$ cat src/rtl/pulse_gen_multi.sv
// Multi-channel sequence-gated pulse generator: per-channel W-bit counters with
// free-run / saturate-in-window / one-shot / off modes and one-cycle terminal ticks.
module pulse_gen_multi #(
  parameter int CH    = 4,
  parameter int W     = 3,
  parameter int SEQ_W = 6,
  parameter int NSTOP = 2
) (
  input  logic                   clk_in,
  input  logic                   rst,
  input  logic                   btn,
  input  logic [CH-1:0]          ch_sel,
  input  logic [SEQ_W-1:0]       seq,
  input  logic [NSTOP*SEQ_W-1:0] stops,
  input  logic [NSTOP-1:0]       stop_en,
  input  logic [2*CH-1:0]        mode,
  output logic [CH*W-1:0]        clk_outs,
  output logic [CH-1:0]          sat,
  output logic [CH-1:0]          tick
);

  typedef enum logic [1:0] {
    MODE_FREE    = 2'b00,
    MODE_SAT     = 2'b01,
    MODE_ONESHOT = 2'b10,
    MODE_OFF     = 2'b11
  } mode_t;

  logic [NSTOP-1:0] stop_hit;
  logic             in_stop;

  genvar gi;
  generate
    for (gi = 0; gi < NSTOP; gi++) begin : g_stop
      assign stop_hit[gi] = stop_en[gi] && (stops[gi*SEQ_W +: SEQ_W] == seq);
    end
  endgenerate

  // One shared window decode feeds every channel.
  assign in_stop = |stop_hit;

  generate
    for (gi = 0; gi < CH; gi++) begin : g_ch
      mode_t          ch_mode;
      logic [W-1:0]   cnt_reg;
      logic [W-1:0]   cnt_next;
      logic [W-1:0]   cnt_inc;
      logic           tick_reg;
      logic           tick_next;
      logic           cnt_full;
      logic           clr;

      assign ch_mode  = mode_t'(mode[2*gi +: 2]);
      assign cnt_full = &cnt_reg;
      assign cnt_inc  = cnt_reg + W'(1);
      // Restart needs the window, except in one-shot where it re-arms anywhere.
      assign clr      = btn && ch_sel[gi] && (in_stop || (ch_mode == MODE_ONESHOT));

      always_comb begin
        cnt_next = cnt_reg;
        if (ch_mode == MODE_OFF) begin
          cnt_next = '0;
        end else if (clr) begin
          cnt_next = '0;
        end else begin
          case (ch_mode)
            MODE_FREE:    cnt_next = cnt_inc;
            MODE_SAT:     cnt_next = (in_stop && cnt_full) ? cnt_reg : cnt_inc;
            MODE_ONESHOT: cnt_next = cnt_full ? cnt_reg : cnt_inc;
            default:      cnt_next = '0;
          endcase
        end
      end

      // Tick only on arrival at all-ones, never while holding there.
      assign tick_next = (&cnt_next) && !cnt_full;

      always_ff @(posedge clk_in or posedge rst) begin
        if (rst) begin
          cnt_reg  <= '0;
          tick_reg <= 1'b0;
        end else begin
          cnt_reg  <= cnt_next;
          tick_reg <= tick_next;
        end
      end

      assign clk_outs[gi*W +: W] = cnt_reg;
      assign sat[gi]             = cnt_full;
      assign tick[gi]            = tick_reg;
    end
  endgenerate

endmodule

$ cat config.mk
export PLATFORM = sky130hd
export DESIGN_NAME = pulse_gen_multi
export DESIGN_NICKNAME = d
export VERILOG_FILES = /design/src/rtl/pulse_gen_multi.sv
export SDC_FILE = /design/constraint.sdc
export NUM_CORES = 1
export LEC_CHECK = 0
export CAP_MARGIN = 20
export CORE_MARGIN = 2
export CORE_UTILIZATION = 40
export DETAILED_ROUTE_END_ITERATION = 7
export PLACE_DENSITY_LB_ADDON = 0.3
export SKIP_LAST_GASP = 1
export SYNTH_ARGS = -nofsm -noshare
export SYNTH_HDL_FRONTEND = slang
export SYNTH_SLANG_ARGS = --single-unit
$ cat constraint.sdc
create_clock -name clk_in -period 2.82 [get_ports clk_in]
set_input_delay 0.282 -clock clk_in [delete_from_list [all_inputs] [get_ports clk_in]]
set_output_delay 0.282 -clock clk_in [all_outputs]
set_load 0.005 [all_outputs]
* Yosys cells after proc, flatten, opt, wreduce, memory -nomap -nowiden
Index checks and enable logic that the tools add are counted.
** Storage, ports and cells
- Register bits after elaboration :: 16
- Latch bits :: 0
- Bits in writable memories :: 0
- Memory bits (read-only) :: 0
- Output and inout bits :: 20
- Memories kept :: 0
** Operators by class
- Add/subtract/negate cells :: 4
- Multiply operators :: 0
- Divide/modulo/power cells :: 0
- Order comparisons :: 0
- Eq/ne operators :: 14
- Shift-type cells :: 0
- Mux-type cells :: 20
- Bitwise gates (word level) :: 0
- Reductions and logical operators :: 39
** Operators by type and width (number)
- $mux W3 :: 16
- $pmux W3 S3 :: 4
- $reduce_and A3 Y1 :: 8
- $logic_and A1 B1 Y1 :: 18
- $eq A2 B2 Y1 const B :: 8
- $add A3 B1 Y3 const B :: 4
- $eq A6 B6 Y1 :: 2
- $eq A2 B1 Y1 const B :: 4
- $logic_not A2 Y1 :: 4
- $logic_not A1 Y1 :: 4
- $logic_or A1 B1 Y1 :: 4
- $reduce_or A2 Y1 :: 1

* Longest topological paths before layout
- Depth in word-level cells :: 10
- Depth in mapped cells :: 8

* Worst setup path after synthesis
Ideal clock, no wire load.
- Kind :: register to register
- From :: register g_ch[0].cnt_reg[0]
- To :: register g_ch[0].tick_reg
- Library setup time :: 0.111 ns
- Arrival time :: 1.676 ns
- Data required time :: 2.709 ns
- Slack :: 1.033 ns
- Cell stages (with the launch flop) :: 8
- Path buffers :: 1
- Clock period less this slack :: 1.787 ns
- Path through :: dfrtp_1 -> ha_1 -> ha_1 -> clkbuf_1 -> nand3b_1 -> a41oi_2 -> o31ai_1 -> a2111oi_2
** On the way
- Longest elaborated chain between the ends :: 8
** RTL lines
- start: declaration :: RTL line 45 : logic [W-1:0] cnt_reg;
- start signal: assignment :: RTL line 83 : cnt_reg <= cnt_next;
- $reduce_and A3 Y1 (*) :: RTL line 54 : assign cnt_full = &cnt_reg;
- named net g_ch[0].cnt_full :: RTL line 50 : logic cnt_full;
- $logic_and A1 B1 Y1 :: RTL line 68 : MODE_SAT: cnt_next = (in_stop && cnt_full) ? cnt_reg : cnt_inc;
- $mux W3 :: RTL line 68
- $pmux W3 S3 :: RTL line 66 : case (ch_mode)
- $mux W3 :: RTL line 63 : end else if (clr) begin
- $mux W3 :: RTL line 61 : if (ch_mode == MODE_OFF) begin
- $reduce_and A3 Y1 :: RTL line 76 : assign tick_next = (&cnt_next) && !cnt_full;
- $logic_and A1 B1 Y1 (*) :: RTL line 76
- named net g_ch[0].tick_next :: RTL line 49 : logic tick_next;
- end signal: assignment :: RTL line 84 : tick_reg <= tick_next;
- end: declaration :: RTL line 48 : logic tick_reg;
Mark *: on every way through the listed nets, which the timed path passes. The rest lies on a longest branch.

* Final worst setup path
- From :: register g_ch[2].cnt_reg[0]
- To :: output port sat[2]
** On the way
- Longest elaborated chain between the ends :: 1
** RTL lines
- start: declaration :: RTL line 45
- start signal: assignment :: RTL line 83
- $reduce_and A3 Y1 :: RTL line 54
- end: declaration :: RTL line 18 : output logic [CH-1:0] sat,
No other way between the ends.

==> summary.txt <==
Status = finished, final reports clean
Routability cong. = 0.789
Commonest cells in the netlist = nand2_1, a21oi_1, dfrtp_1
Worst skew pair latency = 0.26 ns
Avg Cell Area, Syn = 8.00 µm²
Post-Syn Instances = 210
CP Class = reg2out
CTS root buf = clkbuf_8
Hold_buf cts = 0
Resized cells post-CTS = 0
Port Buf Inserts = 54
Antenna Nets Post-Route = 0
DRT iter0 DRCs = 106
Top-area cell type share of the netlist area = 23.8%
Die Ht = 68.8 µm
Final WL = 3.71 mm
Skew final = 0.00200 ns
#FFs+latches synth = 16
Design Power = 0.00138 W
RSZ-0062 raised after global routing = no
Max VDD drop = 261 µV
CTS sink count = 16
H-tree depth = 1
Startpoint types = register
Crit Reg-Reg Startpoint = g_ch[0].cnt_reg[0]
Wirelength per Cell = 12.5 µm
Worst-path fanout max = 9
TritonCTS clock tree = done
I/O Pins = 55
Storage cell area = 400 µm²
Post-route setup TNS = 0 ns
Final Critical Period = 2.16 ns
Seq/Total Area, Yosys = 23.8%
Initial antenna violation count = 0
Maximum clock rate = 0.463 GHz
Crit path launch = g_ch[2].cnt_reg[0]
Via count = 1,579
Num CTS Buffers = 3
Worst-path clk slew = 0.07 ns
Max Root-Sink Buffers = 2
Cell taking the most area after synthesis = dfrtp_1
Tcrit/Tclk final = 76.7%
Hold WC Path Type = in2async
Fillers = 400
Met1 wire length = 1.79 mm
Hold Slack = 0.400 ns
# setup viols final = 0
Total core area = 4030 µm²
Max layer used = met4
Synth area leaders = dfrtp_1, ha_1, xnor2_1, a21oi_1, nand2_1
Area of the multi-input gates = 1090 µm²
Vias/cell = 5.32
DR pass1 iterations = 4
Post-route setup slack = 0.658 ns
# diodes = 0
EDFF count, synth = 0
Die ar. = 4730 µm²
Net count, final = 295
Mapped Area = 1680 µm²
Max-Cap Viols = 0
Share of synthesized flip-flops with an asynchronous set or reset = 100%
Postcts setup bufs = 0
Routed wl met2 = 1.73 mm
Ys Warns = 0
Largest net degree at the start of global routing = 32
WP data required = 2.54 ns
P_leak = 0.863 nW
Drt drc = 0
First-pass GRT wire length = 6.35 mm
Dpl hpwl = 2.82 mm
Synthesis-to-finish area growth = 31.8%
Max Slew Vio Count = 0
Most frequently used flop master after synthesis = dfrtp_1
Setup WS pre-CTS = 0.547 ns
Arrival time at the worst endpoint = 1.88 ns
Power per cell area = 625 nW/µm²
Final global-route overflow total = 0
Dpl cell area = 2160 µm²
Met3 wire length = 149 µm
Mapped Nets = 257
Yosys cell types = 41
Count leader, synth = nand2_1
CP Capture Type = primary output
Share of layout cells above drive strength 1 = 6.48%
Final Cell Area = 2210 µm²
Die W = 68.8 µm
GRT Total Usage = 17.5%
Worst-Margin Slew = 0.632 ns
Row count = 23
Vias in the first global route = 1,466
Hold Fails Final Rpt = 0
Largest register FFs = 12
Relative slew margins = 57.8%
Initial Util = 41.7%
## through the flow
stage / utilization [%] / cells
floorplan: - / 210
global placement: 53.6 / 293
detailed placement: 53.6 / 293
CTS: 54.9 / 297
global route: 54.9 / 297
finish: 54.9 / 297
## cells by family (layout without fill, tap and decap cells)
group                    Yosys count  in the layout  synth area share (%)
adder cells (fa/ha/maj)           16             16                  11.3
AND/OR/NAND/NOR                   84             84                  26.8
buffers and inverters             36             73                  11.0
XOR/XNOR                          12             12                  6.26
flip-flops                        16             16                  23.8
AO/OA/AOI/OAI                     46             46                  20.9
## power by group
part           switching (W)  internal (W)
clock network      0.0000941      0.000124
registers          0.0000888      0.000311
logic               0.000339      0.000427
total               0.000522      0.000862
## final timing paths
path / to / slack [ns] / depth (start not counted)
setup reg to reg: g_ch[0].tick_reg / 0.85 / 8
setup / recovery: sat[2] / 0.66 / 3
hold reg to reg: g_ch[2].cnt_reg[1] / 0.55 / 2
min in group clk_in: g_ch[2].cnt_reg[1] / 0.55 / 2
max in group asynchronous: g_ch[2].cnt_reg[2] / 2.01 / 2
hold / removal: g_ch[3].cnt_reg[0] / 0.40 / 2
## layer usage
| metal | vias up | global-route usage (%) |
|---|---|---|
| li1 | 808 | - |
| met1 | 721 | 24.3 |
| met2 | 47 | 28.0 |
| met3 | 3 | 1.79 |
| met4 | 0 | 6.62 |
| met5 | - | 0 |
## cell usage in the layout (no fill, tap or decap), types with 5 or more instances in the layout
master | netlist | routed
clkdlybuf4s50_1 | 0 | 54
nand2_1 | 19 | 19
a21oi_1 | 18 | 18
dfrtp_1 | 16 | 16
inv_1 | 14 | 14
nor2_1 | 13 | 13
xnor2_1 | 12 | 12
ha_1 | 12 | 12
nand3_1 | 11 | 11
nor3_1 | 9 | 9
nor2b_1 | 9 | 9
a31oi_1 | 5 | 5
## worst max-delay path: stages, from the launching register on
cell             delay [ns]
dfrtp_1                0.48
ha_1                   0.23
ha_1                   0.35
clkdlybuf4s50_1        0.56
## final cells by class
cell class              instances  area share (%)
clock buffers                   4            2.49
well taps                      50            2.83
multi-input cells             158            49.5
flip-flops and latches         16            18.1
repair buffers                 55            24.8
inverters                      14            2.37
No activity file was read; power rests on OpenSTA's default activity.
